**config.mk**
```make
export PLATFORM = sky130hd
export DESIGN_NAME = mm_bus_ctrl_flat
export DESIGN_NICKNAME = d
export VERILOG_FILES = /design/src/rtl/mm_bus_pkg.sv /design/src/rtl/mm_bus_ctrl_if.sv /design/src/rtl/mm_region_dec.sv /design/src/rtl/mm_bus_ctrl.sv /design/src/flat_wrapper.sv
export SDC_FILE = /design/constraint.sdc
export NUM_CORES = 1
export LEC_CHECK = 0
export ABC_AREA = 1
export BUFFER_PORTS_ARGS = -buffer_cell sky130_fd_sc_hd__buf_2
export CAP_MARGIN = 40
export CORE_ASPECT_RATIO = 1.2
export CORE_MARGIN = 1.5
export CORE_UTILIZATION = 52
export CTS_BUF_LIST = sky130_fd_sc_hd__clkbuf_8
export CTS_CLUSTER_SIZE = 30
export DETAILED_ROUTE_END_ITERATION = 16
export GPL_TIMING_DRIVEN = 0
export PLACE_DENSITY = 0.9
export SLEW_MARGIN = 20
export SYNTH_ARGS = -nofsm -noshare
export SYNTH_HDL_FRONTEND = slang
export SYNTH_SLANG_ARGS = --single-unit
```
**constraint.sdc**
```tcl
create_clock -name clk -period 4.85 [get_ports clk]
set_clock_uncertainty 0.05 [all_clocks]
set_input_delay 0.2425 -clock clk [delete_from_list [all_inputs] [get_ports clk]]
set_output_delay 0.2425 -clock clk [all_outputs]
set_load 0.05 [all_outputs]
```
**src/rtl/mm_bus_pkg.sv**
```systemverilog
// Shared types and helpers for the memory-mapped I/O bus controller.
// Region 0 is internal data memory; regions 1..num_ch map to channels 0..num_ch-1.
package mm_bus_pkg;

    typedef enum logic [1:0] {
        IDLE,
        ACCESS,
        DONE
    } state_t;

    typedef enum logic [1:0] {
        RGN_INTERNAL,
        RGN_MAPPED,
        RGN_UNMAPPED
    } rgn_cls_t;

    localparam logic [15:0] ERR_DATA_DEF = 16'hDEAD;

    function automatic rgn_cls_t region_class(input int unsigned region,
                                              input int unsigned num_ch);
        if (region == 0) begin
            return RGN_INTERNAL;
        end else if (region <= num_ch) begin
            return RGN_MAPPED;
        end
        return RGN_UNMAPPED;
    endfunction

endpackage

```
**src/rtl/mm_bus_ctrl_if.sv**
```systemverilog
// CPU-side and peripheral-side signals of the bus controller.
// The controller takes the slave modport; the CPU/peripheral environment takes master.
interface mm_bus_ctrl_if #(
    parameter int DW          = 16,
    parameter int AW          = 16,
    parameter int NUM_CH      = 4,
    parameter int REGION_BITS = 3
);
    logic [AW-1:0]        cpu_addr;
    logic [DW-1:0]        cpu_wdata;
    logic                 cpu_re;
    logic                 cpu_we;
    logic [DW-1:0]        cpu_rdata;
    logic                 cpu_stall;
    logic [AW-1:0]        bus_addr;
    logic [DW-1:0]        bus_wdata;
    logic [NUM_CH-1:0]    ch_sel;
    logic                 ch_re;
    logic                 ch_we;
    logic [NUM_CH*DW-1:0] ch_rdata;
    logic [NUM_CH-1:0]    ch_rdy;
    logic                 err_clr;
    logic                 err_unmapped;
    logic                 err_timeout;
    logic [REGION_BITS-1:0] err_ch;

    modport slave (
        input  cpu_addr, cpu_wdata, cpu_re, cpu_we, ch_rdata, ch_rdy, err_clr,
        output cpu_rdata, cpu_stall, bus_addr, bus_wdata, ch_sel, ch_re, ch_we,
               err_unmapped, err_timeout, err_ch
    );

    modport master (
        output cpu_addr, cpu_wdata, cpu_re, cpu_we, ch_rdata, ch_rdy, err_clr,
        input  cpu_rdata, cpu_stall, bus_addr, bus_wdata, ch_sel, ch_re, ch_we,
               err_unmapped, err_timeout, err_ch
    );

endinterface

```
**src/rtl/mm_region_dec.sv**
```systemverilog
// Combinational address decode: top REGION_BITS bits select internal memory,
// a peripheral channel (one-hot), or an unmapped region.
module mm_region_dec
    import mm_bus_pkg::*;
#(
    parameter int AW          = 16,
    parameter int NUM_CH      = 4,
    parameter int REGION_BITS = 3
) (
    input  logic [AW-1:0]          addr_i,
    output logic [REGION_BITS-1:0] region_o,
    output logic                   internal_o,
    output logic                   mapped_o,
    output logic                   unmapped_o,
    output logic [NUM_CH-1:0]      ch_onehot_o
);

    rgn_cls_t cls;

    always_comb begin
        region_o    = addr_i[AW-1 -: REGION_BITS];
        cls         = region_class(32'(region_o), NUM_CH);
        internal_o  = (cls == RGN_INTERNAL);
        mapped_o    = (cls == RGN_MAPPED);
        unmapped_o  = (cls == RGN_UNMAPPED);
        ch_onehot_o = '0;
        for (int i = 0; i < NUM_CH; i++) begin
            ch_onehot_o[i] = (32'(region_o) == 32'(i + 1));
        end
    end

endmodule

```
**src/rtl/mm_bus_ctrl.sv**
```systemverilog
// Memory-mapped I/O bus controller: channel select, ready-based wait states
// with CPU stall, access timeout and sticky error reporting.
module mm_bus_ctrl
    import mm_bus_pkg::*;
#(
    parameter int             DW          = 16,
    parameter int             AW          = 16,
    parameter int             NUM_CH      = 4,
    parameter int             REGION_BITS = 3,
    parameter int             TIMEOUT     = 64,
    parameter logic [DW-1:0]  ERR_DATA    = DW'(ERR_DATA_DEF)
) (
    input  logic          clk,
    input  logic          rst,
    mm_bus_ctrl_if.slave  bus
);

    localparam int CW = (TIMEOUT > 0) ? $clog2(TIMEOUT + 1) : 1;

    state_t                 state_q;
    logic [AW-1:0]          addr_q;
    logic [DW-1:0]          wdata_q;
    logic [DW-1:0]          rdata_q;
    logic                   write_q;
    logic [REGION_BITS-1:0] region_q;
    logic [NUM_CH-1:0]      ch_sel_q;
    logic                   re_q;
    logic                   we_q;
    logic [CW-1:0]          cnt_q;
    logic                   err_unm_q;
    logic                   err_to_q;
    logic [REGION_BITS-1:0] err_ch_q;

    logic [REGION_BITS-1:0] dec_region;
    logic                   dec_internal;
    logic                   dec_mapped;
    logic                   dec_unmapped;
    logic [NUM_CH-1:0]      dec_onehot;

    logic                   ext_req;
    logic                   rdy_sel;
    logic [DW-1:0]          rdata_sel;
    logic [CW-1:0]          cnt_inc;
    logic                   tmo_hit;
    logic                   set_unm;
    logic                   set_to;

    mm_region_dec #(
        .AW          (AW),
        .NUM_CH      (NUM_CH),
        .REGION_BITS (REGION_BITS)
    ) u_dec (
        .addr_i      (bus.cpu_addr),
        .region_o    (dec_region),
        .internal_o  (dec_internal),
        .mapped_o    (dec_mapped),
        .unmapped_o  (dec_unmapped),
        .ch_onehot_o (dec_onehot)
    );

    // Ready and read data only ever come from the channel currently selected.
    always_comb begin
        ext_req   = (bus.cpu_re | bus.cpu_we) & ~dec_internal;
        rdy_sel   = |(bus.ch_rdy & ch_sel_q);
        rdata_sel = '0;
        for (int i = 0; i < NUM_CH; i++) begin
            rdata_sel = rdata_sel | ({DW{ch_sel_q[i]}} & bus.ch_rdata[i*DW +: DW]);
        end
        cnt_inc = cnt_q + 1'b1;
        tmo_hit = (TIMEOUT != 0) && (cnt_inc == CW'(TIMEOUT));
        set_unm = (state_q == IDLE) && ext_req && dec_unmapped;
        set_to  = (state_q == ACCESS) && !rdy_sel && tmo_hit;
    end

    assign bus.cpu_stall    = ((state_q == IDLE) && ext_req) || (state_q == ACCESS);
    assign bus.cpu_rdata    = rdata_q;
    assign bus.bus_addr     = addr_q;
    assign bus.bus_wdata    = wdata_q;
    assign bus.ch_sel       = ch_sel_q;
    assign bus.ch_re        = re_q;
    assign bus.ch_we        = we_q;
    assign bus.err_unmapped = err_unm_q;
    assign bus.err_timeout  = err_to_q;
    assign bus.err_ch       = err_ch_q;

    always_ff @(posedge clk) begin
        if (rst) begin
            state_q   <= IDLE;
            addr_q    <= '0;
            wdata_q   <= '0;
            rdata_q   <= '0;
            write_q   <= 1'b0;
            region_q  <= '0;
            ch_sel_q  <= '0;
            re_q      <= 1'b0;
            we_q      <= 1'b0;
            cnt_q     <= '0;
            err_unm_q <= 1'b0;
            err_to_q  <= 1'b0;
            err_ch_q  <= '0;
        end else begin
            // A flag being set in the same cycle as err_clr stays set.
            err_unm_q <= set_unm | (err_unm_q & ~bus.err_clr);
            err_to_q  <= set_to  | (err_to_q  & ~bus.err_clr);
            if (set_unm) begin
                err_ch_q <= dec_region;
            end else if (set_to) begin
                err_ch_q <= region_q;
            end

            case (state_q)
                IDLE: begin
                    if (ext_req) begin
                        addr_q   <= bus.cpu_addr;
                        wdata_q  <= bus.cpu_wdata;
                        write_q  <= bus.cpu_we;
                        region_q <= dec_region;
                        cnt_q    <= '0;
                        if (dec_mapped) begin
                            ch_sel_q <= dec_onehot;
                            re_q     <= ~bus.cpu_we;
                            we_q     <= bus.cpu_we;
                            state_q  <= ACCESS;
                        end else begin
                            if (!bus.cpu_we) begin
                                rdata_q <= ERR_DATA;
                            end
                            state_q <= DONE;
                        end
                    end
                end
                ACCESS: begin
                    if (rdy_sel || tmo_hit) begin
                        if (!write_q) begin
                            rdata_q <= rdy_sel ? rdata_sel : ERR_DATA;
                        end
                        ch_sel_q <= '0;
                        re_q     <= 1'b0;
                        we_q     <= 1'b0;
                        state_q  <= DONE;
                    end else begin
                        cnt_q <= cnt_inc;
                    end
                end
                DONE: begin
                    state_q <= IDLE;
                end
                default: begin
                    state_q <= IDLE;
                end
            endcase
        end
    end

endmodule

```
**src/flat_wrapper.sv**
```systemverilog
// flat-port wrapper written by rule: the top's interface ports become plain ports
module mm_bus_ctrl_flat import mm_bus_pkg::*;
#(
    parameter int             DW          = 16,
    parameter int             AW          = 16,
    parameter int             NUM_CH      = 4,
    parameter int             REGION_BITS = 3,
    parameter int             TIMEOUT     = 64,
    parameter logic [DW-1:0]  ERR_DATA    = DW'(ERR_DATA_DEF)
)
  (clk, rst, bus_cpu_addr, bus_cpu_wdata, bus_cpu_re, bus_cpu_we, bus_ch_rdata, bus_ch_rdy, bus_err_clr, bus_cpu_rdata, bus_cpu_stall, bus_bus_addr, bus_bus_wdata, bus_ch_sel, bus_ch_re, bus_ch_we, bus_err_unmapped, bus_err_timeout, bus_err_ch);
  mm_bus_ctrl_if #(.DW(DW), .AW(AW), .NUM_CH(NUM_CH), .REGION_BITS(REGION_BITS)) bus_i ();
  input  logic clk;
  input  logic rst;
  input wire logic [$bits(bus_i.cpu_addr)-1:0] bus_cpu_addr;
  input wire logic [$bits(bus_i.cpu_wdata)-1:0] bus_cpu_wdata;
  input wire logic [$bits(bus_i.cpu_re)-1:0] bus_cpu_re;
  input wire logic [$bits(bus_i.cpu_we)-1:0] bus_cpu_we;
  input wire logic [$bits(bus_i.ch_rdata)-1:0] bus_ch_rdata;
  input wire logic [$bits(bus_i.ch_rdy)-1:0] bus_ch_rdy;
  input wire logic [$bits(bus_i.err_clr)-1:0] bus_err_clr;
  output wire logic [$bits(bus_i.cpu_rdata)-1:0] bus_cpu_rdata;
  output wire logic [$bits(bus_i.cpu_stall)-1:0] bus_cpu_stall;
  output wire logic [$bits(bus_i.bus_addr)-1:0] bus_bus_addr;
  output wire logic [$bits(bus_i.bus_wdata)-1:0] bus_bus_wdata;
  output wire logic [$bits(bus_i.ch_sel)-1:0] bus_ch_sel;
  output wire logic [$bits(bus_i.ch_re)-1:0] bus_ch_re;
  output wire logic [$bits(bus_i.ch_we)-1:0] bus_ch_we;
  output wire logic [$bits(bus_i.err_unmapped)-1:0] bus_err_unmapped;
  output wire logic [$bits(bus_i.err_timeout)-1:0] bus_err_timeout;
  output wire logic [$bits(bus_i.err_ch)-1:0] bus_err_ch;
  assign bus_i.cpu_addr = bus_cpu_addr;
  assign bus_i.cpu_wdata = bus_cpu_wdata;
  assign bus_i.cpu_re = bus_cpu_re;
  assign bus_i.cpu_we = bus_cpu_we;
  assign bus_i.ch_rdata = bus_ch_rdata;
  assign bus_i.ch_rdy = bus_ch_rdy;
  assign bus_i.err_clr = bus_err_clr;
  assign bus_cpu_rdata = bus_i.cpu_rdata;
  assign bus_cpu_stall = bus_i.cpu_stall;
  assign bus_bus_addr = bus_i.bus_addr;
  assign bus_bus_wdata = bus_i.bus_wdata;
  assign bus_ch_sel = bus_i.ch_sel;
  assign bus_ch_re = bus_i.ch_re;
  assign bus_ch_we = bus_i.ch_we;
  assign bus_err_unmapped = bus_i.err_unmapped;
  assign bus_err_timeout = bus_i.err_timeout;
  assign bus_err_ch = bus_i.err_ch;
  mm_bus_ctrl #(.DW(DW), .AW(AW), .NUM_CH(NUM_CH), .REGION_BITS(REGION_BITS), .TIMEOUT(TIMEOUT), .ERR_DATA(ERR_DATA)) u_core (.clk(clk), .rst(rst), .bus(bus_i));
endmodule
```
# After elaboration in Yosys (flattened, before gate mapping)
# Cells that the tools add are included.
# word_totals
input_bits	105
reg_bits	72
# classes
n_reduce_logical	18
bitwise	17
magnitude_cmp	1
n_mux	32
n_addsub	1
n_eq_ne	15
# op_table
cell	count
16-bit two-way mux	6
16-bit bitwise AND	4
16-bit bitwise OR	3
16-bit case mux with 2 select lines	1
7-bit two-way mux	2
7-bit case mux with 2 select lines	1
2-bit two-way mux	6
4-bit two-way mux	3
2-bit inequality test (second input constant)	5
4-bit case mux with 2 select lines	1
7-bit by 1-bit adder with 7-bit output (second input constant)	1
7-bit == test (second input constant)	1
1-bit two-way mux	7
3-bit by 2-bit == test with 1-bit output (second input constant)	2
3-bit two-way mux	2
6-bit AND reduction	1
4-bit bitwise AND	1
2-bit by 1-bit == test with 1-bit output (second input constant)	2
1-bit logical AND	4
2-bit logical NOT	2
2-bit by 1-bit inequality test with 1-bit output (second input constant)	2
1-bit case mux with 2 select lines	2
2-bit case mux with 2 select lines	1
2-bit AND reduction	2
other kinds (14)	22

# Depth between registers and ports, before layout
# Gate-level depths: netlist of run 1.
# logic_depth
word_depth	10
mapped_depth	13
ltp_nobuf	12

# By module
# Synthesis of run 1 repeated with hierarchy kept, for this count alone.
# unflattened
cells_unflattened	572
area_unflattened_um2	3672.3
# modules_own_cells
mod	cells_per_inst	seq_area_each_um2	area_per_inst_um2	n_inst
mm_bus_ctrl	557	1441.4	3592.2	1
mm_region_dec	15	0.0	80.1	1

# Worst setup path before layout of run 1
# Ideal clock, no wire load.
# synth_path
path_type	reg-to-reg
start	register u_core.ch_sel_q[2] (netlist: u_core.bus.ch_sel[2])
end	register u_core.rdata_q[0] (netlist: u_core.bus.cpu_rdata[0])
arrival_ns	1.864
stages_incl_launch_ff	12
setup_time_ns	0.110
t_required_ns	4.690
synth_period_minus_slack_ns	2.024
n_path_buf	2
slack_ns	2.826
cell_sequence	dfxtp_1 buf_2 inv_1 o21ai_0 nor2_1 nor2_1 inv_1 clkbuf_1 nor2_1 nand4_1 nand2_1 nor2_1
# synth_between
elab_chain_cells	7
word_cells_on_any_way	12
classes_between	eq/ne: 1; mux: 4; bitwise: 4; reduce/logical: 3
# synth_lines
item	line	source
from (decl)	mm_bus_ctrl.sv:26	logic [NUM_CH-1:0] ch_sel_q;
from (signal assigned)	mm_bus_ctrl.sv:120	ch_sel_q <= dec_onehot;
16-bit bitwise AND	mm_bus_ctrl.sv:67	rdata_sel = rdata_sel | ({DW{ch_sel_q[i]}} & bus.ch_rdata[i*DW +: DW]);
16-bit bitwise OR (2 in a row)	mm_bus_ctrl.sv:67	
16-bit two-way mux	mm_bus_ctrl.sv:135	rdata_q <= rdy_sel ? rdata_sel : ERR_DATA;
16-bit two-way mux	mm_bus_ctrl.sv:134	if (!write_q) begin
16-bit two-way mux	mm_bus_ctrl.sv:133	if (rdy_sel || tmo_hit) begin
16-bit case mux with 2 select lines	mm_bus_ctrl.sv:111	case (state_q)
to (signal assigned)	mm_bus_ctrl.sv:135	
to (decl)	mm_bus_ctrl.sv:23	logic [DW-1:0] rdata_q;
# Parallel ways exist; a longest one is shown, timed or not. The select of a mux whose other input is x is not followed.
# A chain may end at the register's enable or synchronous reset.

# Worst setup path after layout of run 1
# layout_path
start	register u_core.state_q[0]
end	output bus_cpu_stall
# layout_between
elab_chain_cells	3
word_cells_on_any_way	4
classes_between	eq/ne: 1; reduce/logical: 3
# layout_lines
item	line	source
from (decl)	mm_bus_ctrl.sv:20	state_t state_q;
from (signal assigned)	mm_bus_ctrl.sv:88	state_q <= IDLE;
from (signal assigned)	mm_bus_ctrl.sv:123	state_q <= ACCESS;
from (signal assigned)	mm_bus_ctrl.sv:128	state_q <= DONE;
2-bit logical NOT	mm_bus_ctrl.sv:75	assign bus.cpu_stall = ((state_q == IDLE) && ext_req) || (state_q == ACCESS);
1-bit logical AND	mm_bus_ctrl.sv:75	
1-bit logical OR (*)	mm_bus_ctrl.sv:75	
to (decl)	flat_wrapper.sv:23	output wire logic [$bits(bus_i.cpu_stall)-1:0] bus_cpu_stall;
# Every way passes the cells marked *; elsewhere a longest branch is shown, timed or not.

==> impl_metrics.ini, run 1 <==
[status]
status = finished clean

[setup_path]
crit_fanout = 10
path_cells = nor2_1 -> inv_1 -> nor2_2 -> inv_1 -> clkbuf_1 -> buf_2 -> nand2_1 -> buf_2
start_kind = register
crit-reg2reg-launch = u_core.cnt_q[0]$_SDFFE_PP0P_
crit_arrival_ns = 2.33
path_delay_family = buffers and inverters
reg2reg_slack_ns = 2.77
reg2reg_depth = 12
worstPathRequired_ns = 4.56
path_class = register to output port
critPathMaxStageDelay_ns = 0.34
cp_slowest_cell = dfxtp_1
r2r_end = u_core.bus.cpu_rdata[3]$_SDFFE_PP0P_
cp_num_buf_inv = 5
endpoint_kind = output port

[timing]
fin_crit_sh_pct = 54.0
setup_violations = 0
tns_ns = 0
hold_viol = 0
slew_headroom_pct = 69.7
min_period_ns = 2.62
rsz0062_at_grt = false
worst_slew_pin_slew_ns = 0.455
max_freq_ghz = 0.382
drv_slew = 0

[floorplanning]
core-area_um2 = 6490
start_util_pct = 54.3
ios = 165
dieHeight_um = 93.2
fp.dieArea_um2 = 7280
die_w_um = 78.1
fp-row-count = 32

[synth]
yosysWarnings = 0
netlist_area_um2 = 3520
synth-edff-count = 0
avgSynthCellArea_um2 = 6.46
ys_seq_elements = 69
syn_nets = 654
ys_async_sr_fraction_pct = 0
ys.flop_type = dfxtp_1
synth.top_cell.area_share_pct = 39.2
synth_top_cell_by_area = dfxtp_1
synthesis.instances = 545
yosys-top-cells-count = nand2_1 (137), nor2_1 (106), dfxtp_1 (69)
synth_cell_types = 27
ys_top_cells_by_area = dfxtp_1 (39%), nand2_1 (15%), nor2_1 (11%), inv_1 (6.6%), nand4_1 (6.4%)
yosysMostFrequentCell = nand2_1
seq_area_frac_synth_pct = 39.2

[min_path]
hold_path_startpoint = bus_cpu_addr[10]
hold_path_class = input pin to register
whs_path_depth = 3
hold_end = u_core.bus.bus_addr[10]$_SDFFE_PP0P_

[clock_tree]
clkLatencyLatePin_ns = 0.35
cts_hold_repair.buffers = 0
clockBufferDepth = 2
post_cts_resized = 0
post-cts-setup-buffer-count = 0
cts_root_buf = clkbuf_8
cts_sinks = 69
cts.htree.levels = 3
cts_buffers = 9
clkTransAtPathRegs_ns = 0.08
cts_tree = built

[route]
ant_nets = 0
drc = 0
detail_route.wl_per_cell_um = 12.7
drtIter0Drc = 160
num_vias = 4108
finalWirelength_mm = 10.3
viasPerCell = 5.07
first_pass_iters = 5

[layout]
final_nets = 829
fillers = 552
drive_above_1_share_pct = 28.0
syn_to_final_growth_pct = 32.6
final_cells = 810
diodes = 0

[grt]
antenna_found_initial = 0
grt_max_degree = 14
grt_pass1_vias = 4082
grt_remaining_overflow = 0
grt_first_pass_wirelength_mm = 17.3
grtUsageTotal_pct = 29.8

[power_and_ir_drop]
p_leak_nw = 2.48
ir_drop_uv = 348
powerDensity_nw_per_um2 = 476

[place]
dp.cells = 794
place.gp.congestion = 0.916
post-dp-hpwl_mm = 7.91
numPortBuffers = 164

[run]
cap_violations = 0
[layout make-up]
cell class	instances	area (µm²)	share of cell area, %
tap	85	106	2.28
clock buffer	9	124	2.65
clock inverter	7	97.6	2.09
buffer	30	151	3.24
multi-input combinational	382	1750	37.4
sequential	69	1380	29.6
timing repair buffer	164	821	17.6
inverter	64	240	5.14
[state kept, by name, summed over array words and instances, names as in the netlist, 2 cells and up]
signal,flops
u_core.bus.err_ch,3
u_core.state_q,2
u_core.bus.bus_addr,15
u_core.bus.cpu_rdata,16
u_core.cnt_q,7
u_core.bus.bus_wdata,16
u_core.bus.ch_sel,4
[cells by family (layout without fill, tap and decap cells)]
logic type                 after synthesis  after routing  synth area share, %
AOI/OAI and AO/OA                       65             65                 9.70
and+or+nand+nor                        313            313                 38.5
DFF                                     69             69                 39.2
buffers and inverters                   94            274                 11.1
adders and majority gates                4              4                 1.42
[metal layers]
metal	share of wire (%)	GRT usage, %	vias to the layer above
met2	50	53.1	161
met5	0	0	-
met1	40	33.4	1835
li1	-	-	2077
met3	7.3	6.15	35
met4	3.0	15.0	0
[where the power goes]
group | internal (mW) | total (mW) | leakage [nW] | switching, mW
Clock | 0.292 | 0.531 | 0.106 | 0.239
Combinational | 0.258 | 0.976 | 1.81 | 0.718
Sequential | 0.665 | 0.716 | 0.569 | 0.0507
[metrics by stage]
step                      hold slack, ns  total power, mW  worst slack, ns  util [%]  cell area (µm²)
final                             0.0600             2.22             2.23      72.0             4670
after global routing              0.0653             2.35             2.03      72.0             4670
after CTS                         0.0544             2.22             2.27      72.0             4670
after detailed placement           0.406             1.70             2.49      68.6             4450
after global placement             0.393             1.68             2.51      68.6             4450
after floorplan                    0.262             1.45             2.83         -             3520
[tightest hold or removal path: cells and delay by family]
kind / cells / cell delay, ns
and+or+nand+nor: 2 / 0.11
buffers and inverters: 1 / 0.07
[cell usage in the layout (no fill, tap or decap), types with 3 or more instances in the layout]
cell and n:
nand4_1 36, nand2_1 137, o21ai_0 38, inv_1 62, buf_2 171, clkbuf_8 9, nor2_1 106, ha_1 4
o21ai_1 3, clkbuf_1 18, a21oi_1 19, nand3_1 22, dfxtp_1 69, buf_6 4
[how the worst max path moves through the flow]
stage	start	slack, ns	depth (start not counted)	to
3_5_place_dp	bus_cpu_addr[15]	2.49	10	bus_cpu_stall
4_1_cts	u_core.state_q[0]$_SDFFE_PP0P_	2.27	8	bus_cpu_stall
2_1_floorplan	u_core.bus.ch_sel[2]$_SDFFE_PP0P_	2.83	11	u_core.bus.cpu_rdata[0]$_SDFFE_PP0P_
5_1_grt	u_core.state_q[0]$_SDFFE_PP0P_	2.03	8	bus_cpu_stall
6_report	u_core.state_q[0]$_SDFFE_PP0P_	2.23	8	bus_cpu_stall
3_3_place_gp	bus_cpu_addr[13]	2.51	10	bus_cpu_stall
Note: power is estimated with default switching activity, not from simulation.
==> run 2: changes to the inputs <==
--- a/config.mk
+++ b/config.mk
@@ -10,12 +10,12 @@
 export CAP_MARGIN = 40
 export CORE_ASPECT_RATIO = 1.2
 export CORE_MARGIN = 1.5
-export CORE_UTILIZATION = 52
+export CORE_UTILIZATION = 44
 export CTS_BUF_LIST = sky130_fd_sc_hd__clkbuf_8
 export CTS_CLUSTER_SIZE = 30
 export DETAILED_ROUTE_END_ITERATION = 16
 export GPL_TIMING_DRIVEN = 0
-export PLACE_DENSITY = 0.9
+export PLACE_DENSITY = 0.81
 export SLEW_MARGIN = 20
 export SYNTH_ARGS = -nofsm -noshare
 export SYNTH_HDL_FRONTEND = slang
==> constraint.sdc (replaced) <==
create_clock -name clk -period 2.2 [get_ports clk]
set_clock_uncertainty 0.05 [all_clocks]
set_input_delay 0.11 -clock clk [delete_from_list [all_inputs] [get_ports clk]]
set_output_delay 0.11 -clock clk [all_outputs]
set_load 0.05 [all_outputs]
==> run 2 against run 1 <==
Sequential cell count stayed put. Sequential share of layout area is 2.0 points lower. Critical path depth shrank 1. Sequential power up 120%. Power is 130% higher. Combinational power is 130% higher. Wire length grew 11%. Largest cell class unchanged.
==> impl_metrics.ini, run 2 (synthesis gave the netlist of run 1 again) <==
[clock_tree]
cts_root_buf = clkbuf_8
clockBufferDepth = 2
cts_tree = built
cts_buffers = 9
clkLatencyLatePin_ns = 0.35
cts_sinks = 69
clkTransAtPathRegs_ns = 0.08
cts.htree.levels = 3

[setup_path]
r2r_end = u_core.bus.cpu_rdata[2]$_SDFFE_PP0P_
crit-reg2reg-launch = u_core.cnt_q[1]$_SDFFE_PP0P_
path_class = register to output port
endpoint_kind = output port
start_kind = register
reg2reg_slack_ns = 0.18
reg2reg_depth = 12
cp-startpoint = u_core.state_q[0]$_SDFFE_PP0P_
crit_fanout = 10
crit_arrival_ns = 1.88
worstPathRequired_ns = 2.04

[layout]
drive_above_1_share_pct = 27.5
stdcell_area_um2 = 5020
syn_to_final_growth_pct = 42.5
mostFrequentLayoutCells = buf_2 (170), nand2_1 (137), nor2_1 (104)
mostFrequentLayoutCell = buf_2
final_nets = 860
diodes = 0
post-route-util_pct = 65.1

[floorplanning]
ios = 165
fp-row-count = 35
core-area_um2 = 7710
dieHeight_um = 101
start_util_pct = 45.7
die_w_um = 84.7
fp.dieArea_um2 = 8550

[grt]
grtUsageTotal_pct = 26.6
grt_remaining_overflow = 0
grt_max_degree = 15
antenna_found_initial = 0
grt_pass1_vias = 4173
grt_first_pass_wirelength_mm = 18.5

[route]
drtIter0Drc = 241
viasPerCell = 5.07
ant_nets = 0
first_pass_iters = 5
detail_route.wl_per_cell_um = 13.4
drc = 0
num_vias = 4300
finalWirelength_mm = 11.4

[run]
cap_violations = 0

[timing]
min_period_ns = 2.04
worst_slew_pin_slew_ns = 0.479
rsz0062_at_grt = false
hold_viol = 0
setup_violations = 0
drv_slew = 0
slew_headroom_pct = 68.0
tns_ns = 0
fin_crit_sh_pct = 92.5
max_freq_ghz = 0.491

[place]
placed_area_um2 = 4460
place.gp.congestion = 0.876
numPortBuffers = 164
post-dp-hpwl_mm = 7.86

[min_path]
hold_end = u_core.bus.bus_addr[13]$_SDFFE_PP0P_
whs_path_depth = 3
hold_path_startpoint = bus_cpu_addr[13]
hold_path_class = input pin to register

[power_and_ir_drop]
p_leak_nw = 2.62
ir_drop_uv = 795
powerDensity_nw_per_um2 = 1000

[status]
status = finished clean
==> run 2: stage by stage <==
step                      cells  hold slack, ns  total power, mW  setup slack (ns)
final                       848          0.0306             5.04             0.164
after global routing        848          0.0499             5.32            0.0118
after CTS                   847          0.0234             5.00            0.0775
after detailed placement    801           0.287             3.75            0.0923
after global placement      801           0.280             3.70             0.107
after floorplan             545           0.129             3.19             0.176
==> run 2: worst max path at each step <==
stage                                      endpoint  slack (ns)  cells past startpoint
6_report                              bus_cpu_stall        0.16                      7
5_1_grt        u_core.bus.cpu_rdata[1]$_SDFFE_PP0P_        0.01                     12
4_1_cts                               bus_cpu_stall        0.08                      7
3_5_place_dp                          bus_cpu_stall        0.09                     10
3_3_place_gp                          bus_cpu_stall        0.11                     10
2_1_floorplan  u_core.bus.cpu_rdata[0]$_SDFFE_PP0P_        0.18                     11
==> run 2: report_power, final <==
group	total, mW	switching, mW	internal, mW
clock	1.21	0.550	0.656
combinational	2.25	1.63	0.616
sequential	1.59	0.118	1.47
==> run 2: critical path: stages (launching register included) <==
cell	delay (ns)
dfxtp_1	0.34
nor2_2	0.21
inv_1	0.11
nor2_4	0.25
clkinvlp_4	0.14
buf_2	0.20
nand2_1	0.08
buf_4	0.20
==> run 2: area by class of cell <==
| type | instances | area [µm²] |
|---|---|---|
| fillers | 684 | 2690 |
| inverters | 64 | 244 |
| plain buffers | 29 | 148 |
| multi-input cells | 382 | 1760 |
| clock buffers | 9 | 124 |
| flip-flops and latches | 69 | 1380 |
| clock inverters | 7 | 105 |
| repair buffers | 196 | 1140 |
| well taps | 92 | 115 |
==> run 2: repair_timing <==
item | 4_1_cts | 5_1_grt
endpoints found under the setup margin | 1 | 7
endpoints found under the hold margin | 35 | 0
hold buffers | 31 | 0
buffers inserted | 0 | 1
resized for setup | 3 | 3
==> run 2: per-layer routing <==
metal / vias up / track usage, % / routed length (µm)
met5: - / 0 / 0
met4: 0 / 10.3 / 214
met3: 25 / 6.72 / 787
met2: 183 / 48.0 / 5780
met1: 1959 / 29.9 / 4610
li1: 2133 / - / -
